### config.mk
export PLATFORM = sky130hd
export DESIGN_NAME = uart_tx_rx_module
export DESIGN_NICKNAME = d
export VERILOG_FILES = /design/src/rtl/uart_tx_rx_module.sv
export SDC_FILE = /design/constraint.sdc
export NUM_CORES = 1
export LEC_CHECK = 0
export BUFFER_PORTS_ARGS = -buffer_cell sky130_fd_sc_hd__buf_2
export CAP_MARGIN = 20
export CORE_ASPECT_RATIO = 0.75
export CORE_MARGIN = 2
export CORE_UTILIZATION = 55
export CTS_CLUSTER_DIAMETER = 80
export DETAILED_ROUTE_END_ITERATION = 8
export GPL_TIMING_DRIVEN = 0
export PLACE_DENSITY = 0.8
export SLEW_MARGIN = 20
export SYNTH_ARGS = -nofsm -noshare
export SYNTH_HDL_FRONTEND = slang
export SYNTH_SLANG_ARGS = --single-unit
### constraint.sdc
create_clock -name IN_CLOCK -period 2.5 [get_ports IN_CLOCK]
set_input_delay 0.5 -clock IN_CLOCK [delete_from_list [all_inputs] [get_ports IN_CLOCK]]
set_output_delay 0.5 -clock IN_CLOCK [all_outputs]
set_load 0.02 [all_outputs]
### src/rtl/uart_tx_rx_module.sv
// Full-duplex single-frame UART: independent TX and RX engines sharing one
// clock and one baud configuration.
//
// Ports:
//   IN_CLOCK, IN_RESET       clock, synchronous active-high reset
//   IN_TX_LAUNCH, IN_TX_DATA frame request (level) and byte to send
//   OUT_TX_ACTIVE            start bit through last stop bit
//   OUT_TX_DONE              one-clock pulse at frame end
//   OUT_TX_START_BIT_ACTIVE  high during the start bit
//   OUT_TX_STOP_BIT_ACTIVE   high during all stop bits
//   OUT_TX_SERIAL            TX line, idle high
//   IN_RX_SERIAL             RX line, asynchronous
//   OUT_RX_DATA_READY        one-clock pulse per received frame
//   OUT_RX_DATA              last received byte
//   OUT_RX_ERROR             parity or stop-bit error of last frame
module uart_tx_rx_module #(
  parameter int UART_BAUD_RATE           = 9600,
  parameter int CLOCK_FREQUENCY          = 50000000,
  parameter int PARITY                   = 1,
  parameter int NUM_OF_DATA_BITS_IN_PACK = 8,
  parameter int NUMBER_STOP_BITS         = 2
) (
  input  logic                                IN_CLOCK,
  input  logic                                IN_RESET,
  input  logic                                IN_TX_LAUNCH,
  input  logic [NUM_OF_DATA_BITS_IN_PACK-1:0] IN_TX_DATA,
  output logic                                OUT_TX_ACTIVE,
  output logic                                OUT_TX_DONE,
  output logic                                OUT_TX_START_BIT_ACTIVE,
  output logic                                OUT_TX_STOP_BIT_ACTIVE,
  output logic                                OUT_TX_SERIAL,
  input  logic                                IN_RX_SERIAL,
  output logic                                OUT_RX_DATA_READY,
  output logic [NUM_OF_DATA_BITS_IN_PACK-1:0] OUT_RX_DATA,
  output logic                                OUT_RX_ERROR
);

  localparam int N   = NUM_OF_DATA_BITS_IN_PACK;
  localparam int CPB = CLOCK_FREQUENCY / UART_BAUD_RATE;
  localparam int CW  = $clog2(CPB + 1);
  localparam int IW  = (N > 1) ? $clog2(N) : 1;

  localparam logic [CW-1:0] CPB_LAST  = CW'(CPB - 1);
  localparam logic [CW-1:0] HALF_LAST = CW'(CPB / 2 - 1);
  localparam logic [IW-1:0] BIT_LAST  = IW'(N - 1);
  localparam logic          STOP_LAST = 1'(NUMBER_STOP_BITS - 1);

  // Parity bit that makes data+parity satisfy the configured rule.
  function automatic logic f_par(input logic [N-1:0] d);
    if (PARITY == 2) return ^d;
    return ~^d;
  endfunction

  // ------------------------------------------------------------------
  // Transmitter
  // ------------------------------------------------------------------
  typedef enum logic [2:0] {
    TX_IDLE,
    TX_START,
    TX_DATA,
    TX_PARITY,
    TX_STOP
  } tx_state_t;

  tx_state_t         r_tx_state;
  tx_state_t         w_tx_state_n;
  logic [CW-1:0]     r_tx_cnt;
  logic [CW-1:0]     w_tx_cnt_n;
  logic [IW-1:0]     r_tx_idx;
  logic [IW-1:0]     w_tx_idx_n;
  logic              r_tx_stop;
  logic              w_tx_stop_n;
  logic [N-1:0]      r_tx_shift;
  logic [N-1:0]      w_tx_shift_n;
  logic              r_tx_par;
  logic              w_tx_par_n;
  logic              r_tx_serial;
  logic              w_tx_serial_n;
  logic              r_tx_done;
  logic              w_tx_done_n;
  logic              w_tx_end;

  assign w_tx_end = (r_tx_cnt == CPB_LAST);

  always_ff @(posedge IN_CLOCK) begin
    if (IN_RESET) begin
      r_tx_state  <= TX_IDLE;
      r_tx_cnt    <= '0;
      r_tx_idx    <= '0;
      r_tx_stop   <= 1'b0;
      r_tx_shift  <= '0;
      r_tx_par    <= 1'b0;
      r_tx_serial <= 1'b1;
      r_tx_done   <= 1'b0;
    end else begin
      r_tx_state  <= w_tx_state_n;
      r_tx_cnt    <= w_tx_cnt_n;
      r_tx_idx    <= w_tx_idx_n;
      r_tx_stop   <= w_tx_stop_n;
      r_tx_shift  <= w_tx_shift_n;
      r_tx_par    <= w_tx_par_n;
      r_tx_serial <= w_tx_serial_n;
      r_tx_done   <= w_tx_done_n;
    end
  end

  always_comb begin
    w_tx_state_n  = r_tx_state;
    w_tx_cnt_n    = r_tx_cnt + 1'b1;
    w_tx_idx_n    = r_tx_idx;
    w_tx_stop_n   = r_tx_stop;
    w_tx_shift_n  = r_tx_shift;
    w_tx_par_n    = r_tx_par;
    w_tx_serial_n = r_tx_serial;
    w_tx_done_n   = 1'b0;
    unique case (r_tx_state)
      TX_IDLE: begin
        w_tx_cnt_n    = '0;
        w_tx_serial_n = 1'b1;
        if (IN_TX_LAUNCH) begin
          w_tx_state_n  = TX_START;
          w_tx_shift_n  = IN_TX_DATA;
          w_tx_par_n    = f_par(IN_TX_DATA);
          w_tx_serial_n = 1'b0;
        end
      end
      TX_START: begin
        if (w_tx_end) begin
          w_tx_cnt_n    = '0;
          w_tx_idx_n    = '0;
          w_tx_state_n  = TX_DATA;
          w_tx_serial_n = r_tx_shift[0];
        end
      end
      TX_DATA: begin
        if (w_tx_end) begin
          w_tx_cnt_n = '0;
          if (r_tx_idx == BIT_LAST) begin
            w_tx_stop_n = 1'b0;
            if (PARITY != 0) begin
              w_tx_state_n  = TX_PARITY;
              w_tx_serial_n = r_tx_par;
            end else begin
              w_tx_state_n  = TX_STOP;
              w_tx_serial_n = 1'b1;
            end
          end else begin
            w_tx_idx_n    = r_tx_idx + 1'b1;
            w_tx_shift_n  = r_tx_shift >> 1;
            w_tx_serial_n = r_tx_shift[1];
          end
        end
      end
      TX_PARITY: begin
        if (w_tx_end) begin
          w_tx_cnt_n    = '0;
          w_tx_stop_n   = 1'b0;
          w_tx_state_n  = TX_STOP;
          w_tx_serial_n = 1'b1;
        end
      end
      TX_STOP: begin
        if (w_tx_end) begin
          w_tx_cnt_n = '0;
          if (r_tx_stop == STOP_LAST) begin
            w_tx_state_n = TX_IDLE;
            w_tx_done_n  = 1'b1;
          end else begin
            w_tx_stop_n = 1'b1;
          end
        end
      end
      default: begin
        w_tx_state_n  = TX_IDLE;
        w_tx_serial_n = 1'b1;
      end
    endcase
  end

  assign OUT_TX_SERIAL           = r_tx_serial;
  assign OUT_TX_DONE             = r_tx_done;
  assign OUT_TX_ACTIVE           = (r_tx_state != TX_IDLE);
  assign OUT_TX_START_BIT_ACTIVE = (r_tx_state == TX_START);
  assign OUT_TX_STOP_BIT_ACTIVE  = (r_tx_state == TX_STOP);

  // ------------------------------------------------------------------
  // Receiver
  // ------------------------------------------------------------------
  typedef enum logic [2:0] {
    RX_IDLE,
    RX_START,
    RX_DATA,
    RX_PARITY,
    RX_STOP
  } rx_state_t;

  logic          r_rx_meta;
  logic          r_rx_sync;
  logic          r_rx_prev;
  rx_state_t     r_rx_state;
  rx_state_t     w_rx_state_n;
  logic [CW-1:0] r_rx_cnt;
  logic [CW-1:0] w_rx_cnt_n;
  logic [IW-1:0] r_rx_idx;
  logic [IW-1:0] w_rx_idx_n;
  logic          r_rx_stop;
  logic          w_rx_stop_n;
  logic [N-1:0]  r_rx_shift;
  logic [N-1:0]  w_rx_shift_n;
  logic          r_rx_err;
  logic          w_rx_err_n;
  logic [N-1:0]  r_rx_data;
  logic [N-1:0]  w_rx_data_n;
  logic          r_rx_error;
  logic          w_rx_error_n;
  logic          r_rx_load;
  logic          w_rx_load_n;
  logic          r_rx_ready;
  logic          w_rx_mid;
  logic          w_rx_half;
  logic          w_rx_par_bad;

  assign w_rx_mid  = (r_rx_cnt == CPB_LAST);
  assign w_rx_half = (r_rx_cnt == HALF_LAST);

  // Sampled parity bit vs. accumulated data bits.
  assign w_rx_par_bad = (PARITY == 2) ? (^{r_rx_shift, r_rx_sync})
                                      : (~^{r_rx_shift, r_rx_sync});

  // Two-flop synchronizer plus one delayed copy for edge detection.
  always_ff @(posedge IN_CLOCK) begin
    if (IN_RESET) begin
      r_rx_meta <= 1'b1;
      r_rx_sync <= 1'b1;
      r_rx_prev <= 1'b1;
    end else begin
      r_rx_meta <= IN_RX_SERIAL;
      r_rx_sync <= r_rx_meta;
      r_rx_prev <= r_rx_sync;
    end
  end

  always_ff @(posedge IN_CLOCK) begin
    if (IN_RESET) begin
      r_rx_state <= RX_IDLE;
      r_rx_cnt   <= '0;
      r_rx_idx   <= '0;
      r_rx_stop  <= 1'b0;
      r_rx_shift <= '0;
      r_rx_err   <= 1'b0;
      r_rx_data  <= '0;
      r_rx_error <= 1'b0;
      r_rx_load  <= 1'b0;
      r_rx_ready <= 1'b0;
    end else begin
      r_rx_state <= w_rx_state_n;
      r_rx_cnt   <= w_rx_cnt_n;
      r_rx_idx   <= w_rx_idx_n;
      r_rx_stop  <= w_rx_stop_n;
      r_rx_shift <= w_rx_shift_n;
      r_rx_err   <= w_rx_err_n;
      r_rx_data  <= w_rx_data_n;
      r_rx_error <= w_rx_error_n;
      r_rx_load  <= w_rx_load_n;
      r_rx_ready <= r_rx_load;
    end
  end

  always_comb begin
    w_rx_state_n = r_rx_state;
    w_rx_cnt_n   = r_rx_cnt + 1'b1;
    w_rx_idx_n   = r_rx_idx;
    w_rx_stop_n  = r_rx_stop;
    w_rx_shift_n = r_rx_shift;
    w_rx_err_n   = r_rx_err;
    w_rx_data_n  = r_rx_data;
    w_rx_error_n = r_rx_error;
    w_rx_load_n  = 1'b0;
    unique case (r_rx_state)
      RX_IDLE: begin
        w_rx_cnt_n = '0;
        if (r_rx_prev && !r_rx_sync) begin
          w_rx_state_n = RX_START;
        end
      end
      RX_START: begin
        // Half a bit in: still low means a real start bit.
        if (w_rx_half) begin
          w_rx_cnt_n = '0;
          if (!r_rx_sync) begin
            w_rx_state_n = RX_DATA;
            w_rx_idx_n   = '0;
            w_rx_err_n   = 1'b0;
          end else begin
            w_rx_state_n = RX_IDLE;
          end
        end
      end
      RX_DATA: begin
        if (w_rx_mid) begin
          w_rx_cnt_n   = '0;
          w_rx_shift_n = {r_rx_sync, r_rx_shift[N-1:1]};
          if (r_rx_idx == BIT_LAST) begin
            w_rx_stop_n  = 1'b0;
            w_rx_state_n = (PARITY != 0) ? RX_PARITY : RX_STOP;
          end else begin
            w_rx_idx_n = r_rx_idx + 1'b1;
          end
        end
      end
      RX_PARITY: begin
        if (w_rx_mid) begin
          w_rx_cnt_n   = '0;
          w_rx_err_n   = w_rx_par_bad;
          w_rx_stop_n  = 1'b0;
          w_rx_state_n = RX_STOP;
        end
      end
      RX_STOP: begin
        if (w_rx_mid) begin
          w_rx_cnt_n = '0;
          w_rx_err_n = r_rx_err | ~r_rx_sync;
          if (r_rx_stop == STOP_LAST) begin
            // Publish now; READY follows one clock later.
            w_rx_state_n = RX_IDLE;
            w_rx_data_n  = r_rx_shift;
            w_rx_error_n = r_rx_err | ~r_rx_sync;
            w_rx_load_n  = 1'b1;
          end else begin
            w_rx_stop_n = 1'b1;
          end
        end
      end
      default: begin
        w_rx_state_n = RX_IDLE;
      end
    endcase
  end

  assign OUT_RX_DATA_READY = r_rx_ready;
  assign OUT_RX_DATA       = r_rx_data;
  assign OUT_RX_ERROR      = r_rx_error;

endmodule

==> impl_metrics.xml <==
<?xml version="1.0" encoding="UTF-8"?>
<metrics>
  <group name="power_and_ir_drop">
    <metric name="total_leakage_power" unit="nW">1.55</metric>
    <metric name="pwr_density_cell" unit="mW/mm^2">603</metric>
    <metric name="peakVddDrop" unit="uV">436</metric>
  </group>
  <group name="sta">
    <metric name="skew" unit="ps">7.77</metric>
    <metric name="rsz0062_at_grt" unit="">no</metric>
    <metric name="timing_max_transition_violations_final" unit="">0</metric>
    <metric name="setup_violations" unit="">0</metric>
    <metric name="worst_slack" unit="ps">310</metric>
    <metric name="min_period" unit="ps">2190</metric>
    <metric name="finalSetupTns" unit="ps">0</metric>
    <metric name="relSlewSlack" unit="%">31.1</metric>
    <metric name="worst_pin_slew" unit="ps">1030</metric>
    <metric name="fmax" unit="GHz">0.457</metric>
    <metric name="min_period_over_period" unit="%">87.6</metric>
    <metric name="final-hold-violation-count" unit="">0</metric>
  </group>
  <group name="layout">
    <metric name="area_growth" unit="%">13.0</metric>
    <metric name="finish.cell_count_without_fillers" unit="">509</metric>
    <metric name="antenna_cells" unit="">0</metric>
    <metric name="share_of_cells_above_drive_strength_1" unit="%">16.6</metric>
    <metric name="commonest_cells_after_routing_fill_and_taps_aside" unit="">dfxtp_1, nor2_1, nand2_1</metric>
    <metric name="nNetsFinal" unit="">441</metric>
    <metric name="leading_cell_type_in_the_layout_fill_and_taps_excluded" unit="">dfxtp_1</metric>
    <metric name="fin_area" unit="sq mm">0.00397</metric>
  </group>
  <group name="status">
    <metric name="status" unit="">completed</metric>
  </group>
  <group name="die">
    <metric name="core-area" unit="sq mm">0.00626</metric>
    <metric name="die-width" unit="microns">96.3</metric>
    <metric name="fp.dieH" unit="microns">73.2</metric>
    <metric name="dieArea" unit="sq mm">0.00705</metric>
    <metric name="rows" unit="">25</metric>
    <metric name="start_util" unit="%">56.2</metric>
    <metric name="floorplan.io_pins" unit="">27</metric>
  </group>
  <group name="critical_path">
    <metric name="timing.critical_path.cells" unit="">ha_1, buf_2, and4bb_1, and3_1, buf_2, a2bb2oi_1, o21ai_1, buf_2, nor2_1</metric>
    <metric name="worstPathMaxFanout" unit="">10</metric>
    <metric name="setup.worst_path.start_class" unit="">flop</metric>
    <metric name="timing.critical_path.mode_cell" unit="">buf_2</metric>
    <metric name="worstSetupEndpointType" unit="">flop</metric>
    <metric name="worst_ep_arrival_time" unit="ps">2430</metric>
    <metric name="cpMaxStageDelayCell" unit="">dfxtp_1</metric>
    <metric name="slowest_delay" unit="ps">410</metric>
    <metric name="critPathRequiredTime" unit="ps">2740</metric>
    <metric name="timing_worst_setup_path_type" unit="">flop to flop</metric>
  </group>
  <group name="grt">
    <metric name="globalRouteOverflowTotal" unit="">0</metric>
    <metric name="via_count_of_the_first_global_routing_pass" unit="">2559</metric>
    <metric name="grt_usage" unit="%">20.8</metric>
    <metric name="maximum_number_of_pins_on_one_net_before_global_route_repair" unit="">14</metric>
    <metric name="grt_antenna_before_repair" unit="">0</metric>
    <metric name="global_route_wire_length_before_repair" unit="microns">11400</metric>
  </group>
  <group name="min_path">
    <metric name="worst_hold_path_type" unit="">input port to flop</metric>
  </group>
  <group name="placed_design">
    <metric name="detailedPlace.worstSlack" unit="ps">315</metric>
    <metric name="place.detailed.instances" unit="">493</metric>
    <metric name="placement.io_buffers" unit="">26</metric>
    <metric name="place.gp.congestion" unit="">0.838</metric>
    <metric name="place_area" unit="sq mm">0.00375</metric>
    <metric name="dpl.hpwl" unit="microns">4770</metric>
  </group>
  <group name="synth">
    <metric name="synth_ff_type" unit="">dfxtp_1</metric>
    <metric name="ys_ff_latch" unit="">74</metric>
    <metric name="synthesis.nets" unit="">404</metric>
    <metric name="synthDistinctLibCells" unit="">61</metric>
    <metric name="synthesis.area_per_instance" unit="sq um">9.11</metric>
    <metric name="synth_area_leaders" unit="">dfxtp_1, nor2_1, mux2i_1, xnor2_1, xor2_1</metric>
    <metric name="yosys.area.top_type_share" unit="%">42.1</metric>
    <metric name="yosysWarningCount" unit="">0</metric>
    <metric name="share_of_flip_flops_with_an_asynchronous_set_or_reset_after_synthesis" unit="%">0</metric>
    <metric name="post_synth_top_area_cell" unit="">dfxtp_1</metric>
    <metric name="seq_area_frac_synth" unit="%">42.1</metric>
    <metric name="synth_enable_flop_cells" unit="">0</metric>
    <metric name="syn-instance-count" unit="">386</metric>
    <metric name="synth_area" unit="sq mm">0.00352</metric>
  </group>
  <group name="drt">
    <metric name="route.detailed.wl_per_inst" unit="microns">13.3</metric>
    <metric name="dr_vias_cell" unit="">5.43</metric>
    <metric name="drt_iter0_markers" unit="">134</metric>
    <metric name="via_count" unit="">2766</metric>
    <metric name="route.detailed.drc" unit="">0</metric>
    <metric name="ant_nets" unit="">0</metric>
    <metric name="dr_pass1_iterations" unit="">4</metric>
    <metric name="routed_wirelength" unit="microns">6790</metric>
  </group>
  <group name="clock_tree">
    <metric name="number_of_buffers_added_by_the_clock_tree_synthesis_step" unit="">9</metric>
    <metric name="cts_resized" unit="">0</metric>
    <metric name="cts_root_buffer" unit="">clkbuf_8</metric>
    <metric name="cts_post_setup_buffers_inserted" unit="">0</metric>
    <metric name="holdBufCountCts" unit="">0</metric>
    <metric name="cts.sinks" unit="">74</metric>
    <metric name="clk-insertion-delay-late" unit="ps">350</metric>
    <metric name="tritoncts" unit="">done</metric>
    <metric name="clkTransAtPathRegs" unit="ps">80</metric>
    <metric name="clock_tree.htree_level_count" unit="">3</metric>
    <metric name="clockBufferDepth" unit="">2</metric>
  </group>
  <group name="job">
    <metric name="max_cap_violations" unit="">0</metric>
  </group>
</metrics>
-- synthesized netlist by cell type (all sizes together), types with 3 or more instances --
master / number
or3: 3
nor4: 3
inv: 10
nor2b: 5
and3: 7
nor3: 9
mux2i: 18
nor3b: 4
ha: 6
and4: 3
o21ai: 5
a211oi: 3
or2: 3
xor2: 16
buf: 12
nand3: 11
dfxtp: 74
a311oi: 9
nor4b: 4
nor4bb: 3
a21oi: 14
clkbuf: 9
nor2: 65
nand2b: 3
xnor2: 17
a22oi: 3
nand2: 37
nand4: 5
-- report_power, final --
part	internal [mW]	switching (mW)	total, mW
Combinational	0.0624	0.0799	0.142
Clock	0.591	0.455	1.05
Sequential	1.20	0.0124	1.21
-- worst max-delay path: cells and delay by family (launching register included) --
| family | cells | cell delay [ps] |
|---|---|---|
| buffers and inverters | 3 | 660 |
| AND/OR/NAND/NOR | 3 | 500 |
| flip-flops | 1 | 410 |
| adder cells (fa/ha/maj) | 1 | 160 |
| AO/OA/AOI/OAI | 2 | 350 |
-- layer usage --
metal,wire [microns],vias to the layer above,track usage [%]
li1,-,1416,-
met5,0,-,0
met3,311,11,6.82
met2,2820,54,31.5
met1,3560,1285,28.4
met4,96,0,6.26
-- kinds of logic (layout without fill, tap and decap cells) --
kind of cell | count (synthesis) | in the layout | share of synthesized area (%)
flip-flops | 74 | 74 | 42.1
adder cells (fa/ha/maj) | 6 | 6 | 2.14
XOR/XNOR | 35 | 35 | 9.54
buffers and inverters | 31 | 73 | 4.45
AND/OR/NAND/NOR | 173 | 173 | 25.8
multiplexers | 18 | 18 | 5.12
AO/OA/AOI/OAI | 49 | 49 | 10.9
-- layout make-up --
| cell class | instances | area [sq um] |
|---|---|---|
| Fill cell | 515 | 2280 |
| Multi-Input combinational cell | 281 | 1880 |
| Sequential cell | 74 | 1480 |
| Clock buffer | 10 | 138 |
| Timing Repair Buffer | 26 | 130 |
| Buffer | 21 | 119 |
| Tap cell | 81 | 101 |
| Clock inverter | 6 | 88.8 |
| Inverter | 10 | 37.5 |
-- sequential cells by signal (all words and copies together), names as in the netlist, 8 cells and up --
| signal | flops |
|---|---|
| OUT_RX_DATA | 8 |
| r_rx_cnt | 13 |
| r_rx_shift | 8 |
| r_tx_cnt | 13 |
| r_tx_shift | 8 |
-- metrics by stage --
step	utilization, %	hold WS, ps	total power [mW]
final	63.5	333	2.40
after global routing	63.5	329	2.49
after CTS	63.5	317	2.42
after detailed placement	59.9	401	1.38
after global placement	59.9	395	1.38
after floorplan	-	389	1.34
-- path summary, 6_finish.rpt --
path | startpoint | end | slack (ps) | cells past startpoint
worst max-delay path | r_rx_cnt[0] | r_rx_cnt[10] | 310 | 9
worst min-delay path | IN_RX_SERIAL | r_rx_meta | 330 | 2
worst max register to register | r_rx_cnt[0] | r_rx_cnt[10] | 310 | 9
worst min register to register | r_rx_meta | r_rx_sync | 420 | 1
Note: power is estimated with default switching activity, not from simulation.
